<file path="src/rtl/ot_clk_div_ctrl.sv">
// ot_clk_div_ctrl
// Glitch-safe clock-enable divider for the OT clock domain.
// A new divide ratio written by the control register block is held as a
// pending value and only takes effect at a period boundary (or right away
// while the divider is stopped), so the downstream gate never sees a runt.
// Gate-off requests also wait for the current period to finish.
//
// Optional build feature: define OT_CLK_DIV_PERIOD_CNT_EN to build a 32-bit
// completed-period counter on period_cnt_o; otherwise the port is tied to 0.

module ot_clk_div_ctrl #(
   parameter int unsigned DIV_W   = 32,
   parameter int unsigned RST_DIV = 32'd1
) (
   input  logic             clk_i,
   input  logic             rst_ni,
   input  logic [DIV_W-1:0] div_q_i,
   input  logic             div_qe_i,
   input  logic             gate_en_i,
   output logic             clk_en_o,
   output logic             clk_div_o,
   output logic             gate_en_o,
   output logic             busy_o,
   output logic [31:0]      period_cnt_o
);

   typedef enum logic [0:0] {
      ST_OFF = 1'b0,
      ST_RUN = 1'b1
   } state_e;

   state_e           state_q;
   state_e           state_d;
   logic [DIV_W-1:0] cnt_q;
   logic [DIV_W-1:0] cnt_d;
   logic [DIV_W-1:0] div_q;
   logic [DIV_W-1:0] div_d;
   logic [DIV_W-1:0] pend_div_q;
   logic [DIV_W-1:0] pend_div_d;
   logic             pend_q;
   logic             pend_d;

   logic [DIV_W-1:0] ne;
   logic [DIV_W-1:0] high_len;
   logic             wrap;
   logic             running;

   // Effective ratio, boundary detect and high-phase length (ceil(Ne/2))
   always_comb begin
      running  = (state_q == ST_RUN);
      ne       = (div_q == {DIV_W{1'b0}}) ? DIV_W'(1) : div_q;
      wrap     = running && (cnt_q == (ne - DIV_W'(1)));
      high_len = (ne >> 1) + {{(DIV_W-1){1'b0}}, ne[0]};
   end

   // FSM state register
   always_ff @(posedge clk_i or negedge rst_ni) begin
      if (!rst_ni) begin
         state_q <= ST_OFF;
      end else begin
         state_q <= state_d;
      end
   end

   // FSM next state: start on request, stop only at a period boundary
   always_comb begin
      state_d = state_q;
      unique case (state_q)
         ST_OFF: begin
            if (gate_en_i) begin
               state_d = ST_RUN;
            end else begin
               state_d = ST_OFF;
            end
         end
         ST_RUN: begin
            if (wrap && !gate_en_i) begin
               state_d = ST_OFF;
            end else begin
               state_d = ST_RUN;
            end
         end
         default: begin
            state_d = ST_OFF;
         end
      endcase
   end

   // Period counter next value: count while running, restart at boundary
   always_comb begin
      cnt_d = {DIV_W{1'b0}};
      if (running && !wrap) begin
         cnt_d = cnt_q + DIV_W'(1);
      end else begin
         cnt_d = {DIV_W{1'b0}};
      end
   end

   // Ratio capture/apply: strobe on a boundary bypasses the pending slot;
   // otherwise the pending value is applied at the next boundary or at once
   // while stopped
   always_comb begin
      div_d      = div_q;
      pend_d     = pend_q;
      pend_div_d = pend_div_q;
      if (div_qe_i && wrap) begin
         div_d  = div_q_i;
         pend_d = 1'b0;
      end else if (div_qe_i) begin
         if (pend_q && !running) begin
            div_d = pend_div_q;
         end else begin
            div_d = div_q;
         end
         pend_div_d = div_q_i;
         pend_d     = 1'b1;
      end else if (pend_q && (wrap || !running)) begin
         div_d  = pend_div_q;
         pend_d = 1'b0;
      end else begin
         div_d  = div_q;
         pend_d = pend_q;
      end
   end

   // Datapath registers
   always_ff @(posedge clk_i or negedge rst_ni) begin
      if (!rst_ni) begin
         cnt_q      <= {DIV_W{1'b0}};
         div_q      <= DIV_W'(RST_DIV);
         pend_div_q <= {DIV_W{1'b0}};
         pend_q     <= 1'b0;
      end else begin
         cnt_q      <= cnt_d;
         div_q      <= div_d;
         pend_div_q <= pend_div_d;
         pend_q     <= pend_d;
      end
   end

`ifdef OT_CLK_DIV_PERIOD_CNT_EN
   logic [31:0] period_cnt_q;

   // Completed-period counter, free-running modulo 2^32
   always_ff @(posedge clk_i or negedge rst_ni) begin
      if (!rst_ni) begin
         period_cnt_q <= 32'd0;
      end else if (wrap) begin
         period_cnt_q <= period_cnt_q + 32'd1;
      end else begin
         period_cnt_q <= period_cnt_q;
      end
   end

   assign period_cnt_o = period_cnt_q;
`else
   assign period_cnt_o = 32'd0;
`endif

   assign clk_en_o  = wrap;
   assign clk_div_o = running && (cnt_q < high_len);
   assign gate_en_o = running;
   assign busy_o    = pend_q;

endmodule

</file>
<file path="config.mk">
export PLATFORM = sky130hd
export DESIGN_NAME = ot_clk_div_ctrl
export DESIGN_NICKNAME = d
export VERILOG_FILES = /design/src/rtl/ot_clk_div_ctrl.sv
export SDC_FILE = /design/constraint.sdc
export NUM_CORES = 1
export LEC_CHECK = 0
export ABC_CLOCK_PERIOD_IN_PS = 11700
export CAP_MARGIN = 20
export CORE_UTILIZATION = 55
export CTS_CLUSTER_DIAMETER = 50
export DETAILED_ROUTE_END_ITERATION = 16
export PLACE_DENSITY = 0.83
export SKIP_CTS_REPAIR_TIMING = 1
export SYNTH_ARGS = -nofsm -noshare
export SYNTH_HDL_FRONTEND = slang
export SYNTH_SLANG_ARGS = --single-unit
</file>
<file path="constraint.sdc">
create_clock -name clk_i -period 11.7 [get_ports clk_i]
set_input_delay 3.51 -clock clk_i [delete_from_list [all_inputs] [get_ports clk_i]]
set_output_delay 3.51 -clock clk_i [all_outputs]
set_load 0.005 [all_outputs]
</file>
Word-level counts from Yosys, hierarchy flattened
Cells that the tools add are included.

Logic and storage cells: 40. Output and inout bits: 36. Memory bits (writable): 0. Bits in read-only memories: 0. Input bits: 36. Latch bits: 0. Memories: 0. Flip-flop bits (word level): 98.

Mux-type cells: 12. Div/mod/pow operators: 0. Bitwise gates (word level): 2. $add $sub $neg: 3. Magnitude comparators: 1. Equal/unequal tests: 2. $mul: 0. Shift operators: 0. Reductions and logical operators: 15.

Operator list (count): two-way mux 32 bit (6); adder 31 x 1 -> 32 bit (1); adder 32 x 1 -> 32 bit (second input constant) (1); equality test 32 bit (1); zero test 32 bit (1); < comparator 32 bit (1); subtractor 32 x 1 -> 32 bit (second input constant) (1); logical AND 1 bit (7); two-way mux 1 bit (5); AND reduction 2 bit (2); zero test 1 bit (3); != test 3 x 1 -> 1 bit (second input constant) (1); nonzero test 3 bit (1); inverter 1 bit (2); one-hot mux 1 bit (2 select lines) (1); logical OR 1 bit (1).

Logic depth before layout (Yosys ltp)
Word-level depth: 10. Mapped depth: 27. Mapped depth without buffers: 24.

Worst setup path before layout
OpenSTA, ideal clock, no wires.

Path kind: flip-flop to output port. From: register div_q[24]. To: output clk_div_o. Stages on the path, launching flop included: 27. Data required time: 8.190 ns. Path slack: 3.100 ns. Arrival: 5.090 ns. Path buffers: 3. Path through: dfrtp_1 > buf_6 > or4_1 > buf_2 > nor3_2 > and3_1 > clkbuf_1 > a21oi_1 > inv_1 > ha_1 > ha_1 > and3_1 > nand2_1 > nor2_1 > and4_1 > nand2_1 > xor2_1 > ha_1 > a21o_1 > a21o_1 > a21o_1 > a21o_1 > a21o_1 > a21o_1 > a221oi_1 > o21ai_0 > a2111oi_0.

Word-level cells in the longest chain between the ends: 5.

RTL lines: start, declared (line 36) `logic [DIV_W-1:0] div_q;`; start signal, assigned (line 130) `div_q <= DIV_W'(RST_DIV);`; start signal, assigned (line 135) `div_q <= div_d;`; zero test 32 bit (line 51) `ne = (div_q == {DIV_W{1'b0}}) ? DIV_W'(1) : div_q;`; two-way mux 32 bit * (line 51); adder 31 x 1 -> 32 bit * (line 53) `high_len = (ne >> 1) + {{(DIV_W-1){1'b0}}, ne[0]};`; < comparator 32 bit * (line 161) `assign clk_div_o = running && (cnt_q < high_len);`; logical AND 1 bit * (line 161); end, declared (line 21) `output logic clk_div_o,`.

Every way passes the cells marked *; elsewhere a longest branch is shown, timed or not.

Worst setup path after layout
From: register div_q[23]. To: output clk_div_o.

Same word-level chain as after synthesis.

==> flow_summary.yaml <==
status:
  status: "finished clean"
finish:
  layout_commonest_cell: "dfrtp_1"
  final_cell_mix: "dfrtp_1 (97), nor2_1 (63), mux2_1 (59), xor2_1 (50), xnor2_1 (44)"
  postLayoutCellArea_mm2: 0.00775
  finalNetCount: 802
  layout-drive-gt1-share: 0.0910
  syn2layout_area_growth_pct: 8.52
  antennaDiodeCount: 0
power_and_ir_drop:
  p_leak_nw: 3.46
  peakVddDrop_v: 0.0000898
  powerDensity_mw_per_mm2: 92.4
floorplanning:
  die_w_um: 116
  die_area_mm2: 0.0134
  core_area_mm2: 0.0126
  die_y_um: 116
  initial_utilization: 0.566
  rows: 41
  top_level_ports: 72
timing:
  rsz0062_at_grt: "false"
  min_period_over_period: 0.869
  relSlewSlack: 0.360
  fmax_ghz: 0.0983
  setup_violations: 0
  drv_slew: 0
  tightest_slew_ps: 935
  fin_crit_ps: 10170
  skew_ps: 11.8
  tns_ps: 0
  hold_violations: 0
  holdWs_ps: 491
cts:
  cts_tree: "yes"
  insertion_delay_ps: 360
  numCtsBuffers: 9
  cts_htree_levels: 3
  clk_path_buf_depth: 2
  cts_root_buf: "clkbuf_16"
  clk_pin_slew_ps: 70
  clock-sinks: 98
routing:
  num_vias: 5348
  drc: 0
  via_per_inst: 5.89
  drt_iter0_drc: 397
  avgRoutedWirePerCell_um: 17.9
  first_pass_iters: 5
  drtAntennaViolNets: 0
  routed_wl_mm: 16.3
placed_design:
  port_buffers: 39
  dpl_cell_area_mm2: 0.00742
  place_hpwl_mm: 12.1
  place_congestion: 0.965
job:
  cap_violations: 0
synth:
  netlist_instances: 726
  yosysTopAreaCell: "dfrtp_1"
  ys.flop_type: "dfrtp_1"
  synth_top_cells_by_area: "dfrtp_1 (34%), mux2_1 (9.3%), ha_1 (6.1%)"
  synth_enable_flop_cells: 0
  ys_ff_latch: 98
  syn_area_mm2: 0.00714
  synth_cell_types: 65
  synthArstFlopShare: 1.00
  avgSynthCellArea_um2: 9.83
  yosysSeqAreaShare: 0.344
  yosys_warnings: 0
  synth_top_cell_area_share: 0.340
global_route:
  antenna_found_initial: 0
  grt_pass1_vias: 5271
  gr-total-overflow: 0
  grt_use_total: 0.261
  grt_start_max_net_pins: 63
  grt_pass1_wl_mm: 26.7
setup_path:
  cp.arrival_ps: 6660
  rr_worst_depth: 15
  r2r-start: "div_q[23]$_DFFE_PN0P_"
  startpoint: "div_q[23]$_DFFE_PN0P_"
  critPathLaunchType: "flip-flop"
  crit_path_end: "clk_div_o"
  critPathCaptureType: "output pin"
  reg2reg_slack_ps: 5220
  worstPathRequired_ps: 8190
  crit_type: "reg2out"
  crit_path_max_fanout: 11
  regToRegEndpoint: "div_q[5]$_DFFE_PN0P_"
hold_path:
  min_path_type: "reg2reg"
-- area by class of cell --
class | instances | area [µm²]
fillers | 1030 | 4870
flip-flops and latches | 98 | 2450
multi-input cells | 567 | 4290
repair buffers | 43 | 418
clock inverters | 6 | 83.8
inverters | 12 | 45.0
clock buffers | 10 | 239
well taps | 172 | 215
-- metrics by stage --
stage | std cells | power, W | util | setup slack (ps)
after floorplan | 757 | 0.000390 | - | 3100
after global placement | 892 | 0.000405 | 0.588 | 2150
after detailed placement | 892 | 0.000409 | 0.588 | 1990
after CTS | 908 | 0.000723 | 0.614 | 1550
after global routing | 908 | 0.000739 | 0.614 | 1040
final | 908 | 0.000716 | 0.614 | 1530
-- where the power goes --
group / internal, W / switching (W) / leakage [nW]
Sequential: 0.000350 / 0.00000513 / 1.25
Combinational: 0.0000260 / 0.0000211 / 2.05
Clock: 0.000176 / 0.000137 / 0.158
-- worst min path at each step --
stage	slack, ps	start	endpoint	depth (start not counted)
floorplan	460	pend_div_q[4]$_DFFE_PN0P_	pend_div_q[4]$_DFFE_PN0P_	1
CTS	490	pend_div_q[5]$_DFFE_PN0P_	pend_div_q[5]$_DFFE_PN0P_	1
global route	510	pend_div_q[5]$_DFFE_PN0P_	pend_div_q[5]$_DFFE_PN0P_	1
finish	490	pend_div_q[5]$_DFFE_PN0P_	pend_div_q[5]$_DFFE_PN0P_	1
global placement	470	pend_div_q[5]$_DFFE_PN0P_	pend_div_q[5]$_DFFE_PN0P_	1
detailed placement	480	pend_div_q[5]$_DFFE_PN0P_	pend_div_q[5]$_DFFE_PN0P_	1
-- logic make-up after synthesis --
| kind of cell | count (synthesis) | synth area share |
|---|---|---|
| AND/OR/NAND/NOR | 235 | 0.179 |
| multiplexers | 98 | 0.153 |
| flip-flops | 98 | 0.344 |
| XOR/XNOR | 94 | 0.115 |
| buffers and inverters | 92 | 0.0713 |
| AO/OA/AOI/OAI | 73 | 0.0754 |
| adder cells (fa/ha/maj) | 35 | 0.0613 |
| other | 1 | 0.000525 |
-- state kept, by name, summed over array words and instances (netlist names) --
| signal | cells |
|---|---|
| pend_div_q | 32 |
| div_q | 32 |
| busy_o | 1 |
| cnt_q | 32 |
| gate_en_o | 1 |
-- critical path, stage by stage (launching register included) --
cell and delay [ps]:
dfrtp_1 500, or4_1 740, nor3_2 310, and3_1 410, a21oi_1 160, inv_1 80, ha_1 180, ha_1 200
and3_1 220, nand2_1 70, nor2_1 220, and4_1 300, nor2b_1 290, nor2b_1 260, nand2_1 90, xor2_1 150
ha_1 300, a21o_1 160, a21oi_1 160, nor2b_1 60, o21ai_0 150, nand2b_1 70, a21oi_1 150, nor2b_1 60
a2111oi_0 430, clkdlybuf4s50_1 580
-- synthesized netlist by cell type, drive strengths merged, types with 3 or more instances --
cell     number
a21oi        14
or4          11
a31oi         7
inv          12
xor2         50
nand4        17
buf          51
nand4b        4
nand3        30
nand2        34
mux2i         8
nand2b        5
xnor2        44
and3         17
nor3         12
dfrtp        97
nor2b         5
nor2         63
ha           35
o211ai        5
or3           9
clkbuf       29
a21o         17
and4          6
nor4         11
o21ai         8
mux2         90
a2111oi       3
-- layer usage --
layer  share of wire  track usage  vias to the layer above  wire (µm)
met1            0.45        0.356                     2592       7390
met4           0.024       0.0974                        0        385
met5               0            0                        -          0
met3           0.046       0.0345                       40        741
met2            0.48        0.423                      191       7760
li1                -            -                     2525          -
Power figures use the tool's default switching activity.
